## config.mk

```make
export PLATFORM = sky130hd
export DESIGN_NAME = udp_tx_arb
export DESIGN_NICKNAME = d
export VERILOG_FILES = /design/src/rtl/udp_tx_arb.sv
export SDC_FILE = /design/constraint.sdc
export NUM_CORES = 1
export LEC_CHECK = 0
export BUFFER_PORTS_ARGS = -buffer_cell sky130_fd_sc_hd__buf_2
export CAP_MARGIN = 40
export CORE_AREA = 2 2 210 212
export CTS_CLUSTER_DIAMETER = 80
export CTS_CLUSTER_SIZE = 8
export DETAILED_ROUTE_END_ITERATION = 6
export DIE_AREA = 0 0 212 214
export PLACE_DENSITY = 0.38
export SYNTH_ARGS = -nofsm -noshare
export SYNTH_HDL_FRONTEND = slang
export SYNTH_SLANG_ARGS = --single-unit
export TNS_END_PERCENT = 20
```

## constraint.sdc

```tcl
create_clock -name clk -period 3.21 [get_ports clk]
set_input_delay 0.321 -clock clk [delete_from_list [all_inputs] [get_ports clk]]
set_output_delay 0.321 -clock clk [all_outputs]
set_load 0.03 [all_outputs]
```

## src/rtl/udp_tx_arb.sv

```systemverilog
// Round-robin UDP transmit arbiter: builds the 64-bit UDP header for the granted requester, then forwards its payload.
// Optional per-requester datagram and drop counters are enabled by defining UDP_TX_ARB_STATS_EN.
module udp_tx_arb #(
  parameter int          NREQ     = 4,
  parameter logic [15:0] MAX_PLEN = 16'd65527
) (
  input  logic               clk,
  input  logic               rst,
  input  logic [NREQ-1:0]    s_req,
  input  logic [NREQ*16-1:0] s_sport,
  input  logic [NREQ*16-1:0] s_dport,
  input  logic [NREQ*16-1:0] s_plen,
  output logic [NREQ-1:0]    s_grant,
  input  logic [NREQ*64-1:0] s_tdata,
  input  logic [NREQ-1:0]    s_tvalid,
  input  logic [NREQ-1:0]    s_tlast,
  output logic [NREQ-1:0]    s_tready,
  output logic [63:0]        m_tdata,
  output logic               m_tvalid,
  output logic               m_tlast,
  input  logic               m_tready,
  output logic               err_oversize,
  output logic               busy
`ifdef UDP_TX_ARB_STATS_EN
  ,
  output logic [NREQ*32-1:0] pkt_cnt,
  output logic [31:0]        drop_cnt
`endif
);

  localparam int IDXW = (NREQ > 1) ? $clog2(NREQ) : 1;

  typedef enum logic [1:0] {
    S_IDLE,
    S_HDR,
    S_PAYLOAD,
    S_DRAIN
  } state_e;

  state_e          state_q, state_d;
  logic [IDXW-1:0] last_q;
  logic [15:0]     sport_q, dport_q, plen_q;
  logic            err_q;

  logic            arb_found;
  logic [IDXW-1:0] arb_idx;
  logic [IDXW-1:0] cand;
  logic [15:0]     arb_sport, arb_dport, arb_plen;
  logic            arb_over;
  logic            take;

  logic [63:0]     cur_tdata;
  logic            cur_tvalid, cur_tlast;

  // last_q doubles as the owner index while busy, so the search restarts just past the previous winner.
  // NOTE: every signal driven in always_comb gets a default first so no latch is inferred.
  always_comb begin
    arb_found = 1'b0;
    arb_idx   = last_q;
    cand      = last_q;
    for (int k = 1; k <= NREQ; k++) begin
      cand = IDXW'((int'(last_q) + k) % NREQ);
      if (!arb_found && s_req[cand]) begin
        arb_found = 1'b1;
        arb_idx   = cand;
      end
    end
  end

  assign arb_sport  = s_sport[int'(arb_idx)*16 +: 16];
  assign arb_dport  = s_dport[int'(arb_idx)*16 +: 16];
  assign arb_plen   = s_plen[int'(arb_idx)*16 +: 16];
  assign arb_over   = arb_plen > MAX_PLEN;
  assign take       = (state_q == S_IDLE) && arb_found;

  assign cur_tdata  = s_tdata[int'(last_q)*64 +: 64];
  assign cur_tvalid = s_tvalid[last_q];
  assign cur_tlast  = s_tlast[last_q];

  // NOTE: sequential state uses non-blocking assignments so every register samples pre-edge values.
  always_ff @(posedge clk or posedge rst) begin
    if (rst) begin
      state_q <= S_IDLE;
      last_q  <= IDXW'(NREQ - 1);
      sport_q <= '0;
      dport_q <= '0;
      plen_q  <= '0;
      err_q   <= 1'b0;
    end else begin
      state_q <= state_d;
      err_q   <= 1'b0;
      if (take) begin
        last_q  <= arb_idx;
        sport_q <= arb_sport;
        dport_q <= arb_dport;
        plen_q  <= arb_plen;
        err_q   <= arb_over;
      end
    end
  end

  always_comb begin
    state_d = state_q;
    case (state_q)
      S_IDLE: begin
        if (arb_found) state_d = arb_over ? S_DRAIN : S_HDR;
      end
      S_HDR: begin
        if (m_tready) state_d = (plen_q == 16'd0) ? S_IDLE : S_PAYLOAD;
      end
      S_PAYLOAD: begin
        if (cur_tvalid && m_tready && cur_tlast) state_d = S_IDLE;
      end
      S_DRAIN: begin
        if (cur_tvalid && cur_tlast) state_d = S_IDLE;
      end
      default: state_d = S_IDLE;
    endcase
  end

  always_comb begin
    s_grant  = '0;
    s_tready = '0;
    m_tdata  = '0;
    m_tvalid = 1'b0;
    m_tlast  = 1'b0;
    case (state_q)
      S_HDR: begin
        s_grant[last_q] = 1'b1;
        m_tvalid        = 1'b1;
        m_tdata         = {sport_q, dport_q, plen_q + 16'd8, 16'h0000};
        m_tlast         = (plen_q == 16'd0);
      end
      S_PAYLOAD: begin
        s_grant[last_q]  = 1'b1;
        m_tdata          = cur_tdata;
        m_tvalid         = cur_tvalid;
        m_tlast          = cur_tlast;
        s_tready[last_q] = m_tready;
      end
      S_DRAIN: begin
        s_grant[last_q]  = 1'b1;
        s_tready[last_q] = 1'b1;
      end
      default: ;
    endcase
  end

  assign busy         = (state_q != S_IDLE);
  assign err_oversize = err_q;

`ifdef UDP_TX_ARB_STATS_EN
  logic [31:0] pkt_cnt_q [NREQ];
  logic [31:0] drop_cnt_q;
  logic        pkt_done;

  // A datagram is done when its final beat leaves: a zero-length header, or the last payload beat.
  assign pkt_done = ((state_q == S_HDR) && m_tready && (plen_q == 16'd0)) ||
                    ((state_q == S_PAYLOAD) && cur_tvalid && m_tready && cur_tlast);

  // NOTE: this counter array is small and must read 0 after reset, so it is reset explicitly.
  always_ff @(posedge clk or posedge rst) begin
    if (rst) begin
      for (int i = 0; i < NREQ; i++) pkt_cnt_q[i] <= '0;
      drop_cnt_q <= '0;
    end else begin
      if (pkt_done) pkt_cnt_q[last_q] <= pkt_cnt_q[last_q] + 32'd1;
      if (err_q) drop_cnt_q <= drop_cnt_q + 32'd1;
    end
  end

  always_comb begin
    pkt_cnt = '0;
    for (int i = 0; i < NREQ; i++) pkt_cnt[i*32 +: 32] = pkt_cnt_q[i];
  end

  assign drop_cnt = drop_cnt_q;
`endif

endmodule

```

==> results.md <==
- Initial DRC Count: 303
- Top-area cell type share of the netlist area: 24.9%
- Placeable core region: 42,900 um2
- Net Sw Frac: 53.5%
- Post-DP HPWL: 30,300 um
- Fin. Hold Viols: 0
- Fmax: 0.345 GHz
- Hold Path Class: in2reg
- Final setup fails: 0
- Cell with the most instances after synthesis: nand2_1
- Logic pwr share: 77.0%
- Cell-internal power: 0.00421 W
- Syn_nets: 1,095
- Longest Clk Path Bufs: 2
- CTS tree: built
- Average wire per standard cell: 21.7 um
- Place WS: 0.299 ns
- Seq/Total Area, Yosys: 21.3%
- Clock Skew: 0.0124 ns
- Initial antenna violation count: 5
- Kind of critical path: reg2reg
- Async set or reset register ratio after synthesis: 100%
- CTS root buffer: clkbuf_16
- Yosys cell types: 46
- Resized cells post-CTS: 0
- Post-Route WL: 37,100 um
- DRT Pass-1 Iters: 4
- # clock sinks: 53
- Residual DRC: 0
- Status: finished, final reports clean
- Pwr dens: 919 nW/um2
- Vias in the first global route: 8,215
- WP data required: 3.43 ns
- Placer Congestion: 0.815
- Post-Route Setup TNS: 0 ns
- IO Pins: 539
- Share of cells above drive strength 1: 58.1%
- Top cells by count, synth: 72 x nand2_1, 69 x mux4_2, 51 x dfrtp_1, 49 x mux2i_1
- Die height: 214 um
- Clock network power share: 7.4%
- Worst Setup Start Kind: flop
- H-tree depth: 2
- Die ar.: 45,400 um2
- First-pass GRT wire length: 53,600 um
- Largest net degree at the start of global routing: 70
- Static leakage: 4.58 nW
- Worst slew margin: 51.6%
- Ys flop type: dfrtp_1
- Max Cap Violations: 0
- Final Cycle Share: 90.3%
- Post-synthesis register bit count: 53
- CTS buffer count: 5
- Sw Pwr: 0.00484 W
- Util after Layout: 23.0%
- Mean post-synth cell area: 10.0 um2
- Post-route ant nets: 0
- CP endpoint kind: flop
- CTS clk-pin slew, worst paths: 0.09 ns
- Number of synthesized flops with an enable pin: 0
- Top cells by area, synth: mux4_2 25%, dfrtp_1 20%, mux2i_1 7.9%
- Fin nets: 1,594
- Placement Rows: 76
- Yosys warning count: 0
- Clk Latency, worst-skew pair: 0.32 ns
- Die W: 212 um
- Crit path max fanout: 31
- Initial core utilization: 14.5%
- Final min period: 2.90 ns
- Slew @ Worst Pin: 0.725 ns
- Post-CTS setup buffers: 0
- Final Hold Slack: 0.246 ns
- Hold buffer count at CTS: 1
- Worst path arrival time: 3.12 ns
- Final setup margin: 0.312 ns
- Area leader, netlist: mux4_2
- Worst VDD drop: 0.636 mV
- Flop pwr share: 15.6%
- Max Slew Vio Count: 0
- I/O Buffers: 538
- Via count: 7,659
- Vias per cell: 4.48
- Synth Instances: 623
- GRT Total Usage: 15.8%
- Synthesis-to-layout area growth: 57.9%
- Grt ovf: 0
- Post-Syn Area: 6230 um2
- RSZ-0062 raised after global routing: false
==> path summary, 6_finish.rpt <==
check                       startpoint           to  slack (ns)  cells past startpoint
max in group asynchronous          rst   dport_q[7]        1.97                      5
min in group asynchronous          rst   dport_q[2]        0.41                      3
hold reg to reg            sport_q[15]  sport_q[15]        0.51                      2
setup reg to reg             last_q[0]   state_q[1]        0.31                      9
setup / recovery             last_q[0]   state_q[1]        0.31                      9
hold / removal             s_dport[26]  dport_q[10]        0.25                      3
==> cell families after synthesis <==
| kind of cell | after synthesis | share of synthesized area (%) |
|---|---|---|
| AND/OR/NAND/NOR | 197 | 18.4 |
| AO/OA/AOI/OAI | 157 | 18.3 |
| multiplexers | 120 | 33.2 |
| buffers and inverters | 76 | 5.44 |
| flip-flops | 53 | 21.3 |
| XOR/XNOR | 11 | 1.55 |
| adder cells (fa/ha/maj) | 9 | 1.81 |
==> layer usage <==
metal | global-route usage [%] | wire length [um] | up-vias
li1 | - | - | 3527
met1 | 19.2 | 15100 | 3752
met2 | 29.4 | 19300 | 364
met3 | 2.83 | 2350 | 16
met4 | 2.37 | 317 | 0
met5 | 0 | 0 | -
==> state kept, by name (all words and copies together), names as in the netlist <==
register      cells
last_q            2
sport_q          16
dport_q          16
plen_q           16
err_oversize      1
state_q           2
==> power by group through the flow <==
stage | sequential [W] | combinational, W | clock (W)
after global placement | 0.00143 | 0.00709 | 0
after detailed placement | 0.00143 | 0.00711 | 0
after global routing | 0.00148 | 0.00755 | 0.000727
after CTS | 0.00143 | 0.00712 | 0.000713
final | 0.00141 | 0.00697 | 0.000670
after floorplan | 0.00123 | 0.00489 | 0
==> cell usage in the layout (no fill, tap or decap), drive strengths merged, types with 12 or more instances in the layout <==
cell,instances
buf,560
nand2,72
mux4,69
dfrtp,51
mux2i,49
nor4b,47
a31oi,47
o211ai,47
a22o,36
and2,18
o21ai,13
nor2,12
==> through the flow <==
step | std cells | total power [W] | cell area, um2
floorplan | 623 | 0.00612 | 6230
global placement | 1698 | 0.00852 | 9640
detailed placement | 1699 | 0.00854 | 9660
CTS | 1708 | 0.00926 | 9840
global route | 1709 | 0.00976 | 9840
finish | 1711 | 0.00905 | 9850
==> final cells by class <==
type,count,area [um2]
fill,4793,33000
multi-input combinational,494,4600
timing repair buffer,561,2980
sequential,53,1340
tap,585,732
clock buffer,6,129
clock inverter,2,38.8
inverter,7,26.3
antenna,3,7.51
==> worst max-delay path, cell delays in order (launching register included) <==
cell     delay (ns)
dfstp_4        0.72
inv_1          0.11
ha_1           0.33
mux4_2         0.32
nor2b_4        0.20
o21a_2         0.22
or2_4          0.15
buf_12         0.20
mux4_2         0.36
o31ai_2        0.18
Note: power is estimated with default switching activity, not from simulation.
